===== src/rtl/dmux_router_pkg.sv =====
// Shared types and constants for the 1-to-2 packet demultiplexer.
package dmux_router_pkg;

  typedef enum logic {
    IDLE = 1'b0,
    FWD  = 1'b1
  } state_t;

  localparam logic MODE_DEST = 1'b0;
  localparam logic MODE_RR   = 1'b1;

  // Output chosen for the first beat of a packet.
  function automatic logic pick_route(input logic mode, input logic dest, input logic rr);
    return (mode == MODE_RR) ? rr : dest;
  endfunction

endpackage


===== src/rtl/dmux_router_dmux2_path.sv =====
// Combinational 1-to-2 steering of valid/data/last; the unselected side drives zeros.
module dmux2_path #(
  parameter int unsigned DATA_W = 8
) (
  input  logic              sel,
  input  logic              valid,
  input  logic [DATA_W-1:0] data,
  input  logic              last,
  output logic              out0_valid,
  output logic [DATA_W-1:0] out0_data,
  output logic              out0_last,
  output logic              out1_valid,
  output logic [DATA_W-1:0] out1_data,
  output logic              out1_last
);

  always_comb begin
    out0_valid = 1'b0;
    out0_data  = '0;
    out0_last  = 1'b0;
    out1_valid = 1'b0;
    out1_data  = '0;
    out1_last  = 1'b0;
    if (valid) begin
      if (sel) begin
        out1_valid = 1'b1;
        out1_data  = data;
        out1_last  = last;
      end else begin
        out0_valid = 1'b1;
        out0_data  = data;
        out0_last  = last;
      end
    end
  end

endmodule


===== src/rtl/dmux_router.sv =====
// Packet router: one input stream steered to two outputs through a single holding register.
module dmux_router
  import dmux_router_pkg::*;
#(
  parameter int unsigned DATA_W = 8,
  parameter int unsigned CNT_W  = 8
) (
  input  logic              clk,
  input  logic              rst,
  input  logic              mode,
  input  logic              in_valid,
  output logic              in_ready,
  input  logic [DATA_W-1:0] in_data,
  input  logic              in_last,
  input  logic              in_dest,
  output logic              out0_valid,
  input  logic              out0_ready,
  output logic [DATA_W-1:0] out0_data,
  output logic              out0_last,
  output logic              out1_valid,
  input  logic              out1_ready,
  output logic [DATA_W-1:0] out1_data,
  output logic              out1_last,
  output logic [CNT_W-1:0]  pkt_cnt0,
  output logic [CNT_W-1:0]  pkt_cnt1,
  output logic              busy
);

  state_t            state;
  logic              route_sel;
  logic              route_rr;
  logic              rr_ptr;

  logic              hold_vld;
  logic [DATA_W-1:0] hold_data;
  logic              hold_last;
  logic              hold_sel;

  logic              first_beat;
  logic              beat_sel;
  logic              beat_rr;
  logic              sel_ready;
  logic              can_take;
  logic              accept;
  logic              drain;

  // Routing for the incoming beat: decided on the first beat, locked for the rest.
  always_comb begin
    first_beat = (state == IDLE);
    beat_sel   = first_beat ? pick_route(mode, in_dest, rr_ptr) : route_sel;
    beat_rr    = first_beat ? (mode == MODE_RR) : route_rr;
    sel_ready  = hold_sel ? out1_ready : out0_ready;
    drain      = hold_vld && sel_ready;
    can_take   = !hold_vld || sel_ready;
    accept     = in_valid && can_take;
  end

  assign in_ready = can_take;
  assign busy     = (state == FWD) || hold_vld;

  always_ff @(posedge clk) begin
    if (rst) begin
      state     <= IDLE;
      route_sel <= 1'b0;
      route_rr  <= 1'b0;
      rr_ptr    <= 1'b0;
    end else if (accept) begin
      case (state)
        IDLE: begin
          if (!in_last) begin
            state     <= FWD;
            route_sel <= beat_sel;
            route_rr  <= beat_rr;
          end
        end
        FWD: begin
          if (in_last) state <= IDLE;
        end
        default: state <= IDLE;
      endcase
      // Round-robin advances per completed packet, using the mode latched at its first beat.
      if (in_last && beat_rr) rr_ptr <= ~rr_ptr;
    end
  end

  // Accept wins over drain so a simultaneous drain+accept replaces the beat without a bubble.
  always_ff @(posedge clk) begin
    if (rst) begin
      hold_vld  <= 1'b0;
      hold_data <= '0;
      hold_last <= 1'b0;
      hold_sel  <= 1'b0;
    end else if (accept) begin
      hold_vld  <= 1'b1;
      hold_data <= in_data;
      hold_last <= in_last;
      hold_sel  <= beat_sel;
    end else if (drain) begin
      hold_vld  <= 1'b0;
    end
  end

  always_ff @(posedge clk) begin
    if (rst) begin
      pkt_cnt0 <= '0;
      pkt_cnt1 <= '0;
    end else if (drain && hold_last) begin
      if (hold_sel) pkt_cnt1 <= pkt_cnt1 + CNT_W'(1);
      else          pkt_cnt0 <= pkt_cnt0 + CNT_W'(1);
    end
  end

  dmux2_path #(
    .DATA_W(DATA_W)
  ) u_path (
    .sel        (hold_sel),
    .valid      (hold_vld),
    .data       (hold_data),
    .last       (hold_last),
    .out0_valid (out0_valid),
    .out0_data  (out0_data),
    .out0_last  (out0_last),
    .out1_valid (out1_valid),
    .out1_data  (out1_data),
    .out1_last  (out1_last)
  );

endmodule


===== config.mk =====
export PLATFORM = sky130hd
export DESIGN_NAME = dmux_router
export DESIGN_NICKNAME = d
export VERILOG_FILES = /design/src/rtl/dmux_router_pkg.sv /design/src/rtl/dmux_router_dmux2_path.sv /design/src/rtl/dmux_router.sv
export SDC_FILE = /design/constraint.sdc
export NUM_CORES = 1
export LEC_CHECK = 0
export BUFFER_PORTS_ARGS = -buffer_cell sky130_fd_sc_hd__buf_2
export CAP_MARGIN = 20
export CORE_MARGIN = 4
export CORE_UTILIZATION = 53
export CTS_CLUSTER_SIZE = 12
export DETAILED_ROUTE_END_ITERATION = 7
export GPL_ROUTABILITY_DRIVEN = 0
export PLACE_DENSITY = 0.83
export RECOVER_POWER = 50
export SYNTH_ARGS = -nofsm -noshare
export SYNTH_HDL_FRONTEND = slang
export SYNTH_SLANG_ARGS = --single-unit

===== constraint.sdc =====
create_clock -name clk -period 2.9 [get_ports clk]
set_input_delay 0.29 -clock clk [delete_from_list [all_inputs] [get_ports clk]]
set_output_delay 0.29 -clock clk [all_outputs]
set_load 0.02 [all_outputs]

==> results.md, run 1 <==
- Clock Latency Late Sink: 330 ps
- Worst Max-Slew Pin Slew: 878 ps
- Synth Area in Simple Gates: 27.1%
- Slew Limit Fails: 0
- Syn_nets: just under 200
- Tot GR Track Use: between 10% and 20%
- Top post-synthesis cells by area: dfxtp_1 (39%), mux2i_1 (10%), nand2_1 (6.6%), o31ai_1 (4.7%), or4_1 (4.7%)
- Number of global-route vias before repair: 1376
- Final Util: 64.6%
- Seq/Total Area, Yosys: approximately two fifths
- Starting density of the core: between 50% and 60%
- Die Wd: 62.6 um
- Gate Count Post-Synth: 178
- Setup CP Type: reg2reg
- WP data arrival: between 2000 and 2500 ps
- Post-synth ARST share: 0%
- CP peak stage delay: between 600 and 700 ps
- Pleak: around 0.00077 uW
- Worst path top cell family by delay: simple AND/OR/NAND/NOR gates
- Worst Path Required: 3160 ps
- Synthesized flop and latch total: 31
- TritonCTS Sinks: 31
- Drt total wl: 3.52 mm
- Sequential cell area: 621 um2
- Reg clk slew, reported paths: 90 ps
- Global-route wire length before repair: 5.95 mm
- Synth Area in Compound Gates: 13.5%
- Max cap viols: 0
- Status: finished clean
- Fmax achieved: 491 MHz
- 1st-iter DRT viols: 75
- Buf+Inv Stages, Crit Path: 0
- Number of synthesized flops with an enable pin: 0
- Placed insts: 252
- Power Density: 431 nW/um2
- Adder-Cell Fraction of Synth Area: 1.58%
- Multi-input logic area: 837 um2
- Setup TNS: 0 ps
- Clk root buf: clkbuf_4
- Slew margin rel.: 39.9%
- Cell taking the most area after synthesis: dfxtp_1
- CTS tree: yes
- Die Span Y: 62.6 um
- Ant diodes: 0
- I/O pins: between 50 and 60
- Largest net degree at the start of global routing: 24
- Drt first pass iters: 4
- Post-synthesis mux area share: roughly 12%
- Die area: slightly below 4000 um2
- Syn. warnings: 0
- CP Cell Sequence: nand4_1 -> or4_1 -> a21oi_1
- Antenna violations before repair: 0
- DR DRC count: 0
- Unique masters post-synth: 33
- Hold Violations, Final: 0
- XOR/XNOR share of the synthesized area: 1.11%
- Setup bufs post-CTS: 0
- Row cnt: 19
- Overflow after GRT: 0
- Synth-to-layout area growth: 14.6%
- CTS Buf Count: 5
- Routed length per instance: 13.5 um
- Via/cell ratio: 5.54
- CTS resizes: 0
- Syn Std Cell Area: around 1600 um2
- Reg2Reg Setup Slack: 860 ps
- Post-synth top cells: dfxtp_1 (31), nand2_1 (28), mux2i_1 (16)
- Final ANT Viol Nets: 0
- Crit end category: flop
- Max H-tree Level: 2
- Port-buffer cells: 53
- Tcrit/Tclk final: 70.2%
- Core Area: 2810 um2
- Post-CTS Hold Fix Bufs: 0
- Largest family of logic cells by synthesized area: simple AND/OR/NAND/NOR gates
- Via count: around 1400
- Min Hold Slack: slightly below 200 ps
- Final net count: 246
- Maximum VDD drop: 307 uV
- Clock Skew: 8.96 ps
- Most common cell in the netlist: dfxtp_1
- Fin crit period: roughly 2000 ps
- Final setup viols: 0
- Worst Hold Class: in2reg
- Worst Path Max Fanout: 19
- Post-synth top flop: dfxtp_1
- Hpwl dp: between 2 and 3 mm
- Top-area cell type share of the netlist area: 39.2%
- Fill cells: 271
- RSZ-0062 raised after global routing: false
- Max clock buf depth: 2
- Worst path slowest cell: dfxtp_1
- Worst Setup Start Kind: flop
- Layout Cells excl Fill: 260
- Synth Area per Inst: 8.88 um2
- Share of layout cells above drive strength 1: 18.3%
## kinds of logic after synthesis
group                    after synthesis
buffers and inverters                 17
AND/OR/NAND/NOR                       77
AO/OA/AOI/OAI                         31
flip-flops                            31
multiplexers                          18
XOR/XNOR                               2
adder cells (fa/ha/maj)                2
## cell usage in the layout, fill, tap and decap left out, types with 2 or more instances in the layout
master,Yosys,routed
and3_1,8,8
inv_1,6,6
a21oi_1,14,14
and2_1,10,9
buf_2,2,29
nor2b_1,2,2
nor2_1,5,5
dfxtp_1,31,31
o31ai_1,10,10
or4_1,10,10
mux2_2,2,2
ha_1,2,2
nand4_1,4,5
clkbuf_4,0,5
nand2_1,28,28
nand3_1,2,2
xor2_1,2,2
mux2i_1,16,16
o21ai_0,2,2
clkbuf_1,5,26
a211oi_1,2,2
## sequential cells by signal (all words and copies together) (netlist names)
name and flops:
pkt_cnt1 8, pkt_cnt0 8, hold_last 1, hold_data 8
rr_ptr 1, hold_sel 1, state 1, route_rr 1
route_sel 1, hold_vld 1
## report_power, final
group	internal (uW)	switching, uW
clock	94.3	139
sequential	440	17.9
combinational	38.1	50.9
## layout make-up
class | instances | area share [%]
multi-input combinational | 130 | 46.2
timing repair buffer | 54 | 13.4
clock buffer | 7 | 2.49
inverter | 6 | 1.24
sequential | 31 | 34.3
tap | 31 | 2.14
clock inverter | 1 | 0.276
## worst reg2reg max path: stages, from the launching register on
cell,delay [ps]
dfxtp_1,660
nand4_1,520
or4_1,650
a21oi_1,150
## final timing paths
path | depth (start not counted) | from | to
setup / recovery | 3 | hold_vld | pkt_cnt1[7]
setup reg to reg | 3 | hold_vld | pkt_cnt1[7]
hold reg to reg | 2 | route_rr | route_rr
hold / removal | 3 | in_data[2] | hold_data[2]
## per-layer routing
metal | global-route usage, % | wire [um] | up-vias
met4 | 6.89 | 44 | 0
met1 | 20.7 | 1580 | 666
li1 | - | - | 737
met3 | 5.58 | 177 | 7
met2 | 33.2 | 1710 | 30
met5 | 0 | 0 | -
## stage by stage
stage / area (um2) / setup WS (ps) / power (uW)
after floorplan: 1580 / 1420 / 533
after global placement: 1820 / 1060 / 561
after detailed placement: 1820 / 986 / 563
after CTS: 1870 / 754 / 791
after global routing: 1810 / 658 / 818
final: 1810 / 864 / 781
Power figures use the tool's default switching activity.
==> run 2, diff against run 1 <==
Settings changed: CORE_UTILIZATION 53 to 45, PLACE_DENSITY 0.83 to 0.75.
Clock period 2.9 ns to 1.8 ns, I/O delays scaled along.
==> run 2 against run 1 <==
Compared with the run above: non-clock buffer count is 5 higher; highest routed layer unchanged; sequential power is 59% higher; utilization is 8.1 points lower; critical path type is now reg2out; largest power group unchanged; final cell count is 7.3% higher.
==> results.md, run 2 (synthesis results as in run 1) <==
- Status: finished clean
- Setup CP Type: reg2out
- Die area: 4530 um2 (+15%)
- Starting density of the core: 47.0% (-9.4 points)
- Clock Latency Late Sink: 320 ps (about the same)
- Clk root buf: clkbuf_4
- RSZ-0062 raised after global routing: false
- Die Wd: 67.3 um (+7.4%)
- Final ANT Viol Nets: 0 (unchanged)
- Most common cell after layout, fill and taps aside: buf_2
- Worst Path Max Fanout: 12 (-7)
- WP data arrival: 1480 ps (-820 ps)
- Hpwl dp: 2.41 mm (-8.1%)
- Max H-tree Level: 2 (unchanged)
- Largest net degree at the start of global routing: 23 (-4.2%)
- Max cap viols: 0 (unchanged)
- Port-buffer cells: 53 (unchanged)
- Final net count: 251 (+2.0%)
- Pleak: 0.000845 uW (+10%)
- CTS Buf Count: 5 (unchanged)
- DR DRC count: 0 (unchanged)
- Post-CTS Hold Fix Bufs: 0 (unchanged)
- Via/cell ratio: 5.10 (-8.0%)
- Top Registers: hold_data: 8 flops, pkt_cnt0: 8 flops, pkt_cnt1: 8 flops
- Synth-to-layout area growth: 20.2%
- Fmax achieved: 601 MHz
- Reg clk slew, reported paths: 90 ps (about the same)
- Slew Limit Fails: 0 (unchanged)
- Worst Hold Class: in2reg
- Antenna violations before repair: 0 (unchanged)
- Drt total wl: 3.35 mm (-4.9%)
- Commonest cells after routing, fill and taps aside: buf_2 (37), dfxtp_1 (30), nand2_1 (28)
- Hold Violations, Final: 0 (unchanged)
- Die Span Y: 67.3 um (+7.4%)
- Slew margin rel.: 56.8% (+17 points)
- Ant diodes: 0 (unchanged)
- Setup Slack @ Placement: 272 ps (-715 ps)
- Max clock buf depth: 2 (unchanged)
- Drt first pass iters: 4 (unchanged)
- I/O pins: 54 (unchanged)
- Routed length per instance: 12.0 um (-11%)
- Worst Path Required: 1620 ps (-1540 ps)
- Core Area: 3360 um2 (+20%)
- Global-route wire length before repair: 5.60 mm (-5.9%)
- Overflow after GRT: 0 (unchanged)
- Maximum VDD drop: 565 uV (+84%)
- Share of layout cells above drive strength 1: 25.8% (+7.4 points)
- Via count: 1422 (-1.3%)
- CTS tree: yes
- Worst Setup Start Kind: flop
- Row cnt: 21 (+2)
- Setup TNS: 0 ps (unchanged)
- TritonCTS Sinks: 31 (unchanged)
- Setup ws final: 136 ps (-728 ps)
- Number of global-route vias before repair: 1263 (-8.2%)
- Tot GR Track Use: 15.9% (-2.7 points)
- Crit end category: primary output
- Final setup viols: 0 (unchanged)
- Fill cells: 341 (+26%)
- Fin crit period: 1660 ps
- Tcrit/Tclk final: 92.4%
- Clock Skew: 4.46 ps (-4.50 ps)
- 1st-iter DRT viols: 127 (+69%)
- Power Density: 683 nW/um2 (+58%)
- Worst Max-Slew Pin Slew: 646 ps (-232 ps)
[run 2: worst paths after layout]
check	startpoint	to	slack, ps	depth (start not counted)
worst max-delay path	hold_sel	out0_last	140	4
worst min-delay path	in_last	state	90	2
worst max register to register	hold_last	pkt_cnt1[7]	250	3
worst min register to register	route_sel	route_sel	460	2
[run 2: where the power goes]
group | switching [uW] | total (uW) | internal [uW]
combinational | 94.0 | 166 | 72.4
sequential | 20.2 | 730 | 709
clock | 221 | 402 | 181
total | 335 | 1300 | 963
[run 2: stage by stage]
step | hold WS, ps | cells | instance area, um2 | util [%] | power, uW
4_1_cts | 80.4 | 279 | 1940 | 57.6 | 1320
6_report | 91.8 | 279 | 1900 | 56.5 | 1300
3_5_place_dp | 434 | 272 | 1880 | 55.9 | 917
5_1_grt | 83.4 | 279 | 1900 | 56.5 | 1370
2_1_floorplan | 274 | 178 | 1580 | - | 860
3_3_place_gp | 431 | 272 | 1880 | 55.9 | 915
[run 2: area by class of cell]
cell class,count,area (um2),area share [%]
Clock inverter,1,5.00,0.263
Inverter,6,22.5,1.18
Tap cell,46,57.6,3.03
Timing Repair Buffer,59,288,15.1
Multi-Input combinational cell,130,855,45.0
Clock buffer,6,51.3,2.70
Sequential cell,31,622,32.7
[run 2: routing by layer]
metal  vias up  part of all wire (%)  GRT usage [%]
met5         -                     0              0
met4         0                  0.87           3.80
met3         4                   5.6           5.16
met2        32                    44           23.8
met1       637                    50           22.2
li1        749                     -              -
[run 2: what timing repair did]
action / in CTS / in global routing
buffers inserted: 0 / 0
gates resized for setup: 0 / 2
endpoints found under the setup margin: 0 / 1
[run 2: critical path, cell delays in order, from the launching register on]
cell and delay [ps]:
dfxtp_2 380, buf_4 170, and2b_2 290, and2_1 170
buf_2 150
